**src/rtl/io_request_queue_pkg.sv**
```systemverilog
// Shared types for the per-core IO request queue: thread/core indices and
// the request/response packets exchanged with the IO interconnect.
package io_request_queue_pkg;

    localparam int TOTAL_THREADS_PER_CORE = 4;
    localparam int THREAD_IDX_WIDTH = (TOTAL_THREADS_PER_CORE > 1) ? $clog2(TOTAL_THREADS_PER_CORE) : 1;
    localparam int NUM_CORES = 4;
    localparam int CORE_ID_WIDTH = (NUM_CORES > 1) ? $clog2(NUM_CORES) : 1;

    typedef logic [31:0] scalar_t;
    typedef logic [THREAD_IDX_WIDTH-1:0] local_thread_idx_t;
    typedef logic [CORE_ID_WIDTH-1:0] core_id_t;

    typedef struct packed {
        logic              store;
        scalar_t           address;
        scalar_t           value;
        local_thread_idx_t thread_idx;
    } ioreq_packet_t;

    typedef struct packed {
        core_id_t          core;
        local_thread_idx_t thread_idx;
        scalar_t           read_value;
    } iorsp_packet_t;

endpackage

```
**src/rtl/io_request_queue_if.sv**
```systemverilog
// Core-slot connection to the IO interconnect: one request channel out,
// grant and the broadcast response back in.
interface io_request_queue_if;
    import io_request_queue_pkg::*;

    logic          ior_request_valid;
    ioreq_packet_t ior_request;
    logic          ii_ready;
    logic          ii_response_valid;
    iorsp_packet_t ii_response;

    modport master (
        output ior_request_valid,
        output ior_request,
        input  ii_ready,
        input  ii_response_valid,
        input  ii_response
    );

    modport slave (
        input  ior_request_valid,
        input  ior_request,
        output ii_ready,
        output ii_response_valid,
        output ii_response
    );

endinterface

```
**src/rtl/oh_to_idx.sv**
```systemverilog
// One-hot to binary index encoder; an all-zero input yields index 0.
module oh_to_idx #(
    parameter int NUM_SIGNALS = 4,
    parameter int INDEX_WIDTH = 2
) (
    input  logic [NUM_SIGNALS-1:0] one_hot,
    output logic [INDEX_WIDTH-1:0] index
);

    always_comb begin
        index = '0;
        for (int i = 0; i < NUM_SIGNALS; i++) begin
            if (one_hot[i])
                index = index | INDEX_WIDTH'(i);
        end
    end

endmodule

```
**src/rtl/rr_arbiter.sv**
```systemverilog
// Round-robin arbiter: the requester after the last one granted has the
// highest priority; priority only advances when update_lru is asserted.
module rr_arbiter #(
    parameter int NUM_REQUESTERS = 4
) (
    input  logic                      clk,
    input  logic                      reset,
    input  logic [NUM_REQUESTERS-1:0] request,
    input  logic                      update_lru,
    output logic [NUM_REQUESTERS-1:0] grant_oh
);

    logic [NUM_REQUESTERS-1:0]   priority_oh_q;
    logic [NUM_REQUESTERS-1:0]   priority_oh_d;
    logic [NUM_REQUESTERS-1:0]   rotated_grant;
    logic [2*NUM_REQUESTERS-1:0] double_request;
    logic [2*NUM_REQUESTERS-1:0] double_grant;

    // Doubling the request vector lets one subtraction find the first
    // requester at or after the priority position, wrapping around.
    assign double_request = {request, request};
    assign double_grant = double_request
        & ~(double_request - {{NUM_REQUESTERS{1'b0}}, priority_oh_q});
    assign grant_oh = double_grant[NUM_REQUESTERS-1:0]
        | double_grant[2*NUM_REQUESTERS-1:NUM_REQUESTERS];

    genvar gi;
    generate
        for (gi = 0; gi < NUM_REQUESTERS; gi++) begin : g_rotate
            assign rotated_grant[gi] = grant_oh[(gi + NUM_REQUESTERS - 1) % NUM_REQUESTERS];
        end
    endgenerate

    always_comb begin
        priority_oh_d = priority_oh_q;
        if (update_lru && |request)
            priority_oh_d = rotated_grant;
    end

    always_ff @(posedge clk) begin
        if (reset)
            priority_oh_q <= NUM_REQUESTERS'(1);
        else
            priority_oh_q <= priority_oh_d;
    end

endmodule

```
**src/rtl/io_request_queue.sv**
```systemverilog
// Per-core IO request queue: parks threads on uncached IO accesses, issues one
// request at a time round-robin, and completes the replayed access on response.
// Optional IO_QUEUE_PERF_EN adds the ior_perf_io_wait performance output.
module io_request_queue
    import io_request_queue_pkg::*;
#(
    parameter int THREADS_PER_CORE = 4,
    parameter int CORE_ID = 0
) (
    input  logic                        clk,
    input  logic                        reset,
    input  logic                        dd_io_write_en,
    input  logic                        dd_io_read_en,
    input  local_thread_idx_t           dd_io_thread_idx,
    input  scalar_t                     dd_io_addr,
    input  scalar_t                     dd_io_write_value,
    output logic                        ior_rollback_en,
    output logic                        ior_access_complete,
    output scalar_t                     ior_read_value,
    output logic [THREADS_PER_CORE-1:0] ior_pending,
    output logic [THREADS_PER_CORE-1:0] ior_wake_bitmap,
`ifdef IO_QUEUE_PERF_EN
    output logic                        ior_perf_io_wait,
`endif
    io_request_queue_if.master          io_bus
);

    typedef enum logic [1:0] {
        IO_IDLE,
        IO_QUEUED,
        IO_ISSUED,
        IO_DONE
    } io_entry_state_t;

    io_entry_state_t state_q [THREADS_PER_CORE];
    io_entry_state_t state_d [THREADS_PER_CORE];
    logic            store_q [THREADS_PER_CORE];
    logic            store_d [THREADS_PER_CORE];
    scalar_t         address_q [THREADS_PER_CORE];
    scalar_t         address_d [THREADS_PER_CORE];
    scalar_t         value_q [THREADS_PER_CORE];
    scalar_t         value_d [THREADS_PER_CORE];
    scalar_t         read_value_q [THREADS_PER_CORE];
    scalar_t         read_value_d [THREADS_PER_CORE];

    logic [THREADS_PER_CORE-1:0] wake_q;
    logic [THREADS_PER_CORE-1:0] wake_d;
    logic [THREADS_PER_CORE-1:0] held_oh_q;
    logic [THREADS_PER_CORE-1:0] held_oh_d;
    logic                        held_valid_q;
    logic                        held_valid_d;

    logic [THREADS_PER_CORE-1:0] access_sel;
    logic [THREADS_PER_CORE-1:0] response_sel;
    logic [THREADS_PER_CORE-1:0] queued;
    logic [THREADS_PER_CORE-1:0] arb_request;
    logic [THREADS_PER_CORE-1:0] grant_oh;
    local_thread_idx_t           grant_idx;
    logic                        access_en;
    logic                        response_for_core;
    logic                        issue_en;
    io_entry_state_t             dd_state;
    logic                        dd_known;
    scalar_t                     dd_read_value;

    assign access_en = dd_io_write_en | dd_io_read_en;
    assign response_for_core = io_bus.ii_response_valid
        && (io_bus.ii_response.core == core_id_t'(CORE_ID));

    genvar gi;
    generate
        for (gi = 0; gi < THREADS_PER_CORE; gi++) begin : g_entry_decode
            assign access_sel[gi] = access_en && (dd_io_thread_idx == local_thread_idx_t'(gi));
            assign response_sel[gi] = response_for_core
                && (io_bus.ii_response.thread_idx == local_thread_idx_t'(gi));
            assign queued[gi] = (state_q[gi] == IO_QUEUED);
            assign ior_pending[gi] = (state_q[gi] != IO_IDLE);
        end
    endgenerate

    assign io_bus.ior_request_valid = !reset && |queued;
    assign issue_en = io_bus.ior_request_valid && io_bus.ii_ready;

    // While a presented request waits for the grant, the arbiter only sees
    // that entry, so newly queued threads cannot displace it.
    assign arb_request = held_valid_q ? held_oh_q : queued;
    assign held_valid_d = io_bus.ior_request_valid && !io_bus.ii_ready;
    assign held_oh_d = grant_oh;

    rr_arbiter #(
        .NUM_REQUESTERS(THREADS_PER_CORE)
    ) u_rr_arbiter (
        .clk       (clk),
        .reset     (reset),
        .request   (arb_request),
        .update_lru(io_bus.ii_ready),
        .grant_oh  (grant_oh)
    );

    oh_to_idx #(
        .NUM_SIGNALS(THREADS_PER_CORE),
        .INDEX_WIDTH(THREAD_IDX_WIDTH)
    ) u_grant_idx (
        .one_hot(grant_oh),
        .index  (grant_idx)
    );

    always_comb begin
        io_bus.ior_request = '0;
        for (int i = 0; i < THREADS_PER_CORE; i++) begin
            if (grant_oh[i]) begin
                io_bus.ior_request.store   = store_q[i];
                io_bus.ior_request.address = address_q[i];
                io_bus.ior_request.value   = value_q[i];
            end
        end
        io_bus.ior_request.thread_idx = grant_idx;
    end

    always_comb begin
        for (int i = 0; i < THREADS_PER_CORE; i++) begin
            state_d[i]      = state_q[i];
            store_d[i]      = store_q[i];
            address_d[i]    = address_q[i];
            value_d[i]      = value_q[i];
            read_value_d[i] = read_value_q[i];
            wake_d[i]       = 1'b0;
            case (state_q[i])
                IO_IDLE: begin
                    if (access_sel[i]) begin
                        state_d[i]   = IO_QUEUED;
                        store_d[i]   = dd_io_write_en;
                        address_d[i] = dd_io_addr;
                        value_d[i]   = dd_io_write_value;
                    end
                end
                IO_QUEUED: begin
                    if (issue_en && grant_oh[i])
                        state_d[i] = IO_ISSUED;
                end
                IO_ISSUED: begin
                    if (response_sel[i]) begin
                        state_d[i]      = IO_DONE;
                        read_value_d[i] = io_bus.ii_response.read_value;
                        wake_d[i]       = 1'b1;
                    end
                end
                IO_DONE: begin
                    if (access_sel[i])
                        state_d[i] = IO_IDLE;
                end
                default: state_d[i] = IO_IDLE;
            endcase
        end
    end

    always_ff @(posedge clk) begin
        if (reset) begin
            for (int i = 0; i < THREADS_PER_CORE; i++)
                state_q[i] <= IO_IDLE;
            wake_q       <= '0;
            held_oh_q    <= '0;
            held_valid_q <= 1'b0;
        end else begin
            for (int i = 0; i < THREADS_PER_CORE; i++)
                state_q[i] <= state_d[i];
            wake_q       <= wake_d;
            held_oh_q    <= held_oh_d;
            held_valid_q <= held_valid_d;
        end
    end

    always_ff @(posedge clk) begin
        for (int i = 0; i < THREADS_PER_CORE; i++) begin
            store_q[i]      <= store_d[i];
            address_q[i]    <= address_d[i];
            value_q[i]      <= value_d[i];
            read_value_q[i] <= read_value_d[i];
        end
    end

    always_comb begin
        dd_state      = IO_IDLE;
        dd_known      = 1'b0;
        dd_read_value = '0;
        for (int i = 0; i < THREADS_PER_CORE; i++) begin
            if (dd_io_thread_idx == local_thread_idx_t'(i)) begin
                dd_known      = 1'b1;
                dd_state      = state_q[i];
                dd_read_value = read_value_q[i];
            end
        end
        ior_access_complete = !reset && access_en && (dd_state == IO_DONE);
        ior_rollback_en     = !reset && access_en && dd_known && (dd_state != IO_DONE);
        ior_read_value      = ior_access_complete ? dd_read_value : '0;
    end

    assign ior_wake_bitmap = wake_q;

`ifdef IO_QUEUE_PERF_EN
    always_comb begin
        ior_perf_io_wait = 1'b0;
        for (int i = 0; i < THREADS_PER_CORE; i++) begin
            if (state_q[i] == IO_QUEUED || state_q[i] == IO_ISSUED)
                ior_perf_io_wait = 1'b1;
        end
    end
`endif

`ifndef SYNTHESIS
    // Responses for entries discarded by a reset are expected stragglers.
    logic [THREADS_PER_CORE-1:0] stale_ok_q;

    always_ff @(posedge clk) begin
        if (reset) begin
            for (int i = 0; i < THREADS_PER_CORE; i++) begin
                if (state_q[i] == IO_ISSUED)
                    stale_ok_q[i] <= 1'b1;
            end
        end else begin
            for (int i = 0; i < THREADS_PER_CORE; i++) begin
                assert (!(access_sel[i] && (state_q[i] == IO_QUEUED || state_q[i] == IO_ISSUED)))
                    else $error("io_request_queue: access from suspended thread %0d", i);
                if (response_sel[i]) begin
                    assert (state_q[i] == IO_ISSUED || stale_ok_q[i])
                        else $error("io_request_queue: response for thread %0d not issued", i);
                    stale_ok_q[i] <= 1'b0;
                end else if (access_sel[i]) begin
                    stale_ok_q[i] <= 1'b0;
                end
            end
        end
    end
`endif

endmodule

```
**src/flat_wrapper.sv**
```systemverilog
// flat-port wrapper written by rule: the top's interface ports become plain ports
module io_request_queue_flat import io_request_queue_pkg::*;
#(
    parameter int THREADS_PER_CORE = 4,
    parameter int CORE_ID = 0
)
  (clk, reset, dd_io_write_en, dd_io_read_en, dd_io_thread_idx, dd_io_addr, dd_io_write_value, ior_rollback_en, ior_access_complete, ior_read_value, ior_pending, ior_wake_bitmap, io_bus_ior_request_valid, io_bus_ior_request, io_bus_ii_ready, io_bus_ii_response_valid, io_bus_ii_response);
  io_request_queue_if io_bus_i ();
  input  logic clk;
  input  logic reset;
  input  logic dd_io_write_en;
  input  logic dd_io_read_en;
  input  local_thread_idx_t dd_io_thread_idx;
  input  scalar_t dd_io_addr;
  input  scalar_t dd_io_write_value;
  output logic ior_rollback_en;
  output logic ior_access_complete;
  output scalar_t ior_read_value;
  output logic [THREADS_PER_CORE-1:0] ior_pending;
  output logic [THREADS_PER_CORE-1:0] ior_wake_bitmap;
  output wire logic [$bits(io_bus_i.ior_request_valid)-1:0] io_bus_ior_request_valid;
  output wire logic [$bits(io_bus_i.ior_request)-1:0] io_bus_ior_request;
  input wire logic [$bits(io_bus_i.ii_ready)-1:0] io_bus_ii_ready;
  input wire logic [$bits(io_bus_i.ii_response_valid)-1:0] io_bus_ii_response_valid;
  input wire logic [$bits(io_bus_i.ii_response)-1:0] io_bus_ii_response;
  assign io_bus_ior_request_valid = io_bus_i.ior_request_valid;
  assign io_bus_ior_request = io_bus_i.ior_request;
  assign io_bus_i.ii_ready = io_bus_ii_ready;
  assign io_bus_i.ii_response_valid = io_bus_ii_response_valid;
  assign io_bus_i.ii_response = io_bus_ii_response;
  io_request_queue #(.THREADS_PER_CORE(THREADS_PER_CORE), .CORE_ID(CORE_ID)) u_core (.clk(clk), .reset(reset), .dd_io_write_en(dd_io_write_en), .dd_io_read_en(dd_io_read_en), .dd_io_thread_idx(dd_io_thread_idx), .dd_io_addr(dd_io_addr), .dd_io_write_value(dd_io_write_value), .ior_rollback_en(ior_rollback_en), .ior_access_complete(ior_access_complete), .ior_read_value(ior_read_value), .ior_pending(ior_pending), .ior_wake_bitmap(ior_wake_bitmap), .io_bus(io_bus_i));
endmodule
```
**config.mk**
```make
export PLATFORM = sky130hd
export DESIGN_NAME = io_request_queue_flat
export DESIGN_NICKNAME = d
export VERILOG_FILES = /design/src/rtl/io_request_queue_pkg.sv /design/src/rtl/io_request_queue_if.sv /design/src/rtl/oh_to_idx.sv /design/src/rtl/rr_arbiter.sv /design/src/rtl/io_request_queue.sv /design/src/flat_wrapper.sv
export SDC_FILE = /design/constraint.sdc
export NUM_CORES = 1
export LEC_CHECK = 0
export ABC_AREA = 1
export CAP_MARGIN = 20
export CORE_MARGIN = 2
export CORE_UTILIZATION = 55
export CTS_BUF_LIST = sky130_fd_sc_hd__clkbuf_4
export DETAILED_ROUTE_END_ITERATION = 8
export PLACE_DENSITY_LB_ADDON = 0.2
export SYNTH_ARGS = -nofsm -noshare
export SYNTH_HDL_FRONTEND = slang
export SYNTH_SLANG_ARGS = --single-unit
```
**constraint.sdc**
```tcl
create_clock -name clk -period 6.39 [get_ports clk]
set_input_delay 0.639 -clock clk [delete_from_list [all_inputs] [get_ports clk]]
set_output_delay 0.639 -clock clk [all_outputs]
set_load 0.05 [all_outputs]
```
==> impl_metrics.tcl <==
set metrics [dict create \
    hold_path.startpoint "io_bus_ii_ready" \
    whs_ns 0.505 \
    min_path_type "in -> reg" \
    crit_path_start_kind "register" \
    syn_inst 1404 \
    die_area_sq_mm 0.0320 \
    max_freq_mhz 177 \
    cts_num_sinks 409 \
    worstPathMaxFanout 44 \
    dieHeight_microns 179 \
    cts_made_buffers 100 \
    ys.flop_type "edfxtp_1" \
    fin_ws_ns 0.731 \
    cp-end-kind "output port" \
    dp_slack_ns 1.51 \
    port-buffer-count 217 \
    design_area_sq_mm 0.0210 \
    cts_max_level 3 \
    grt_pass1_vias 11700 \
    grtUsageTotal_pct 24.0 \
    grt-ovfl-total 0 \
    hold_path_end "u_core.held_valid_q" \
    r2r_cells 13 \
    post-cts-setup-buffer-count 0 \
    core_sq_mm 0.0303 \
    worst_slew_pin_slew_ns 1.05 \
    fp.dieW_microns 179 \
    num_rows 64 \
    dr.pass1.iters 7 \
    grt_antenna_before_repair 3 \
    max_stage_delay_ns 0.61 \
    r2r-end "u_core.held_oh_q[1]" \
    finClkSkew_ns 0.0521 \
    reg2reg_slack_ns 2.53 \
    timing.rr.start "u_core.state_q[2][1]" \
    drtIter0Drc 917 \
    synth.yosys.seq_area_share_pct 71.8 \
    viasPerCell 5.38 \
    synth_edf_count 388 \
    crit_slowest_cell "nand2_2" \
    netlist_area_sq_mm 0.0168 \
    fin_crit_sh_pct 88.6 \
    dpl_cell_area_sq_mm 0.0197 \
    initial_core_util_pct 55.4 \
    rsz0062_at_grt "no" \
    cp.depth 16 \
    setup_viol 0 \
    synth.avg_cell_area_sq_um 12.0 \
    hold_path_depth 2 \
    critPathBufInv 5 \
    dpl.hpwl_microns 22200 \
    wire_per_inst_microns 17.7 \
    cts_tree "built" \
    nets 1800 \
    wl_microns 38000 \
    cp_top_family "buffers and inverters" \
    crit_chain "inv_1, ha_1, inv_1, o21ai_1, ha_1, a21oi_1, nand2_1, nand2_1, nand3_2, nand2_2, inv_2, nor2_4, buf_4, o211ai_1, nand2_1, buf_12" \
    root_buffer "clkbuf_4" \
    grt_pass1_wl_microns 59100 \
    ys_types 34 \
    clockBufferDepth 3 \
    route.detailed.drc 0 \
    synth_top_area_share_pct 69.3 \
    cts_resized 0 \
    finalHoldViolCount 0 \
    synth_seq_cells 409 \
    ys_warn_count 0 \
    path_clk_slew_ns 0.07 \
    status "finished clean" \
    drive_gt1_share_pct 14.9 \
    cap_violations 0 \
    setup_tns_ns 0 \
    synthArstFlopShare_pct 0 \
    worstPathRequired_ns 5.75 \
    clock_latency_ns 0.72 \
    final_max_slew_viol_count 0 \
    cpMostUsedCell "nand2_1" \
    slew-limit-headroom_pct 30.1 \
    layout_min_cycle_time_ns 5.66 \
    crit_arrival_ns 5.02 \
    io_pins 218 \
    synth_nets 1534 \
    critPathKind "reg -> out" \
    synthToLayoutAreaGrowth_pct 24.9 \
    gp_congestion 0.784 \
    synth_area_leaders "edfxtp_1, nand2_1, nand3_1" \
    yosys.area.top_type "edfxtp_1" \
    ant_nets 0 \
    vias 11500 \
    grt_max_degree 68 \
    postCtsHoldBufs 0 \
]
-- cell usage in the layout (no fill, tap or decap), types with 5 or more instances in the layout --
cell type / n
buf_4: 14
clkinv_2: 7
dfxtp_1: 21
clkinv_1: 23
edfxtp_1: 388
nand2_1: 348
nand3_1: 138
o211ai_1: 14
buf_12: 44
o21ai_0: 47
nand2_2: 5
nor2_4: 10
nor3_1: 6
inv_2: 6
o211ai_2: 20
ha_1: 21
inv_1: 109
clkdlybuf4s50_1: 173
clkbuf_4: 144
o22ai_1: 29
a21oi_1: 64
nor2_1: 93
-- worst max-delay path by stage --
stage,startpoint,endpoint,slack (ns)
2_1_floorplan,dd_io_thread_idx[1],u_core.address_q[0][0],2.05
3_3_place_gp,u_core.state_q[2][1],io_bus_ior_request[7],1.60
3_5_place_dp,u_core.state_q[2][1],io_bus_ior_request[7],1.51
4_1_cts,u_core.state_q[2][1],io_bus_ior_request[7],0.71
5_1_grt,u_core.state_q[2][1],io_bus_ior_request[3],0.32
6_report,u_core.state_q[2][1],io_bus_ior_request[7],0.73
-- through the flow --
| step | std cells | util [%] |
|---|---|---|
| after floorplan | 1404 | - |
| after global placement | 1963 | 65.0 |
| after detailed placement | 1964 | 65.1 |
| after CTS | 2141 | 69.2 |
| after global routing | 2143 | 69.2 |
| final | 2143 | 69.2 |
-- cells by family after synthesis --
logic type,Yosys count,share of synthesized area [%]
simple gates,608,15.0
flops,409,71.8
buf+inv,183,4.65
compound gates,181,6.86
fa+ha+maj,22,1.68
xor+xnor,1,0.0521
-- flip-flops by register name (all words and copies together), names as in the netlist --
signal                             flops
u_core.u_rr_arbiter.priority_oh_q      4
u_core.state_q                         8
u_core.store_q                         4
u_core.address_q                     128
u_core.ior_wake_bitmap                 4
u_core.held_valid_q                    1
u_core.value_q                       128
u_core.read_value_q                  128
u_core.held_oh_q                       4
-- cell usage after synthesis (all sizes together), types with 29 or more instances --
| cell type | number |
|---|---|
| a21oi | 64 |
| edfxtp | 388 |
| nand2 | 354 |
| inv | 114 |
| o21ai | 49 |
| nand3 | 140 |
| o211ai | 34 |
| o22ai | 29 |
| buf | 35 |
| clkbuf | 32 |
| nor2 | 105 |
-- area by class of cell --
cell class,count,area (sq um)
Inverter,116,435
Antenna cell,2,5.00
Timing Repair Buffer,231,2720
Multi-Input combinational cell,812,4030
Fill cell,2134,9340
Tap cell,396,495
Clock buffer,144,1080
Clock inverter,33,171
Sequential cell,409,12100
-- metal layers --
layer  wire length (microns)  track usage, %  vias to the layer above  share of wire, %
met2                   18900            40.2                      505                50
met3                    3190            5.43                       61               8.4
li1                        -               -                     5482                 -
met1                   15200            30.3                     5490                40
met5                      13               0                        -             0.034
met4                     739            10.1                        2               1.9
Power is not shown: default switching activity piles up to over one toggle a cycle in this logic, so the estimate is an artifact.
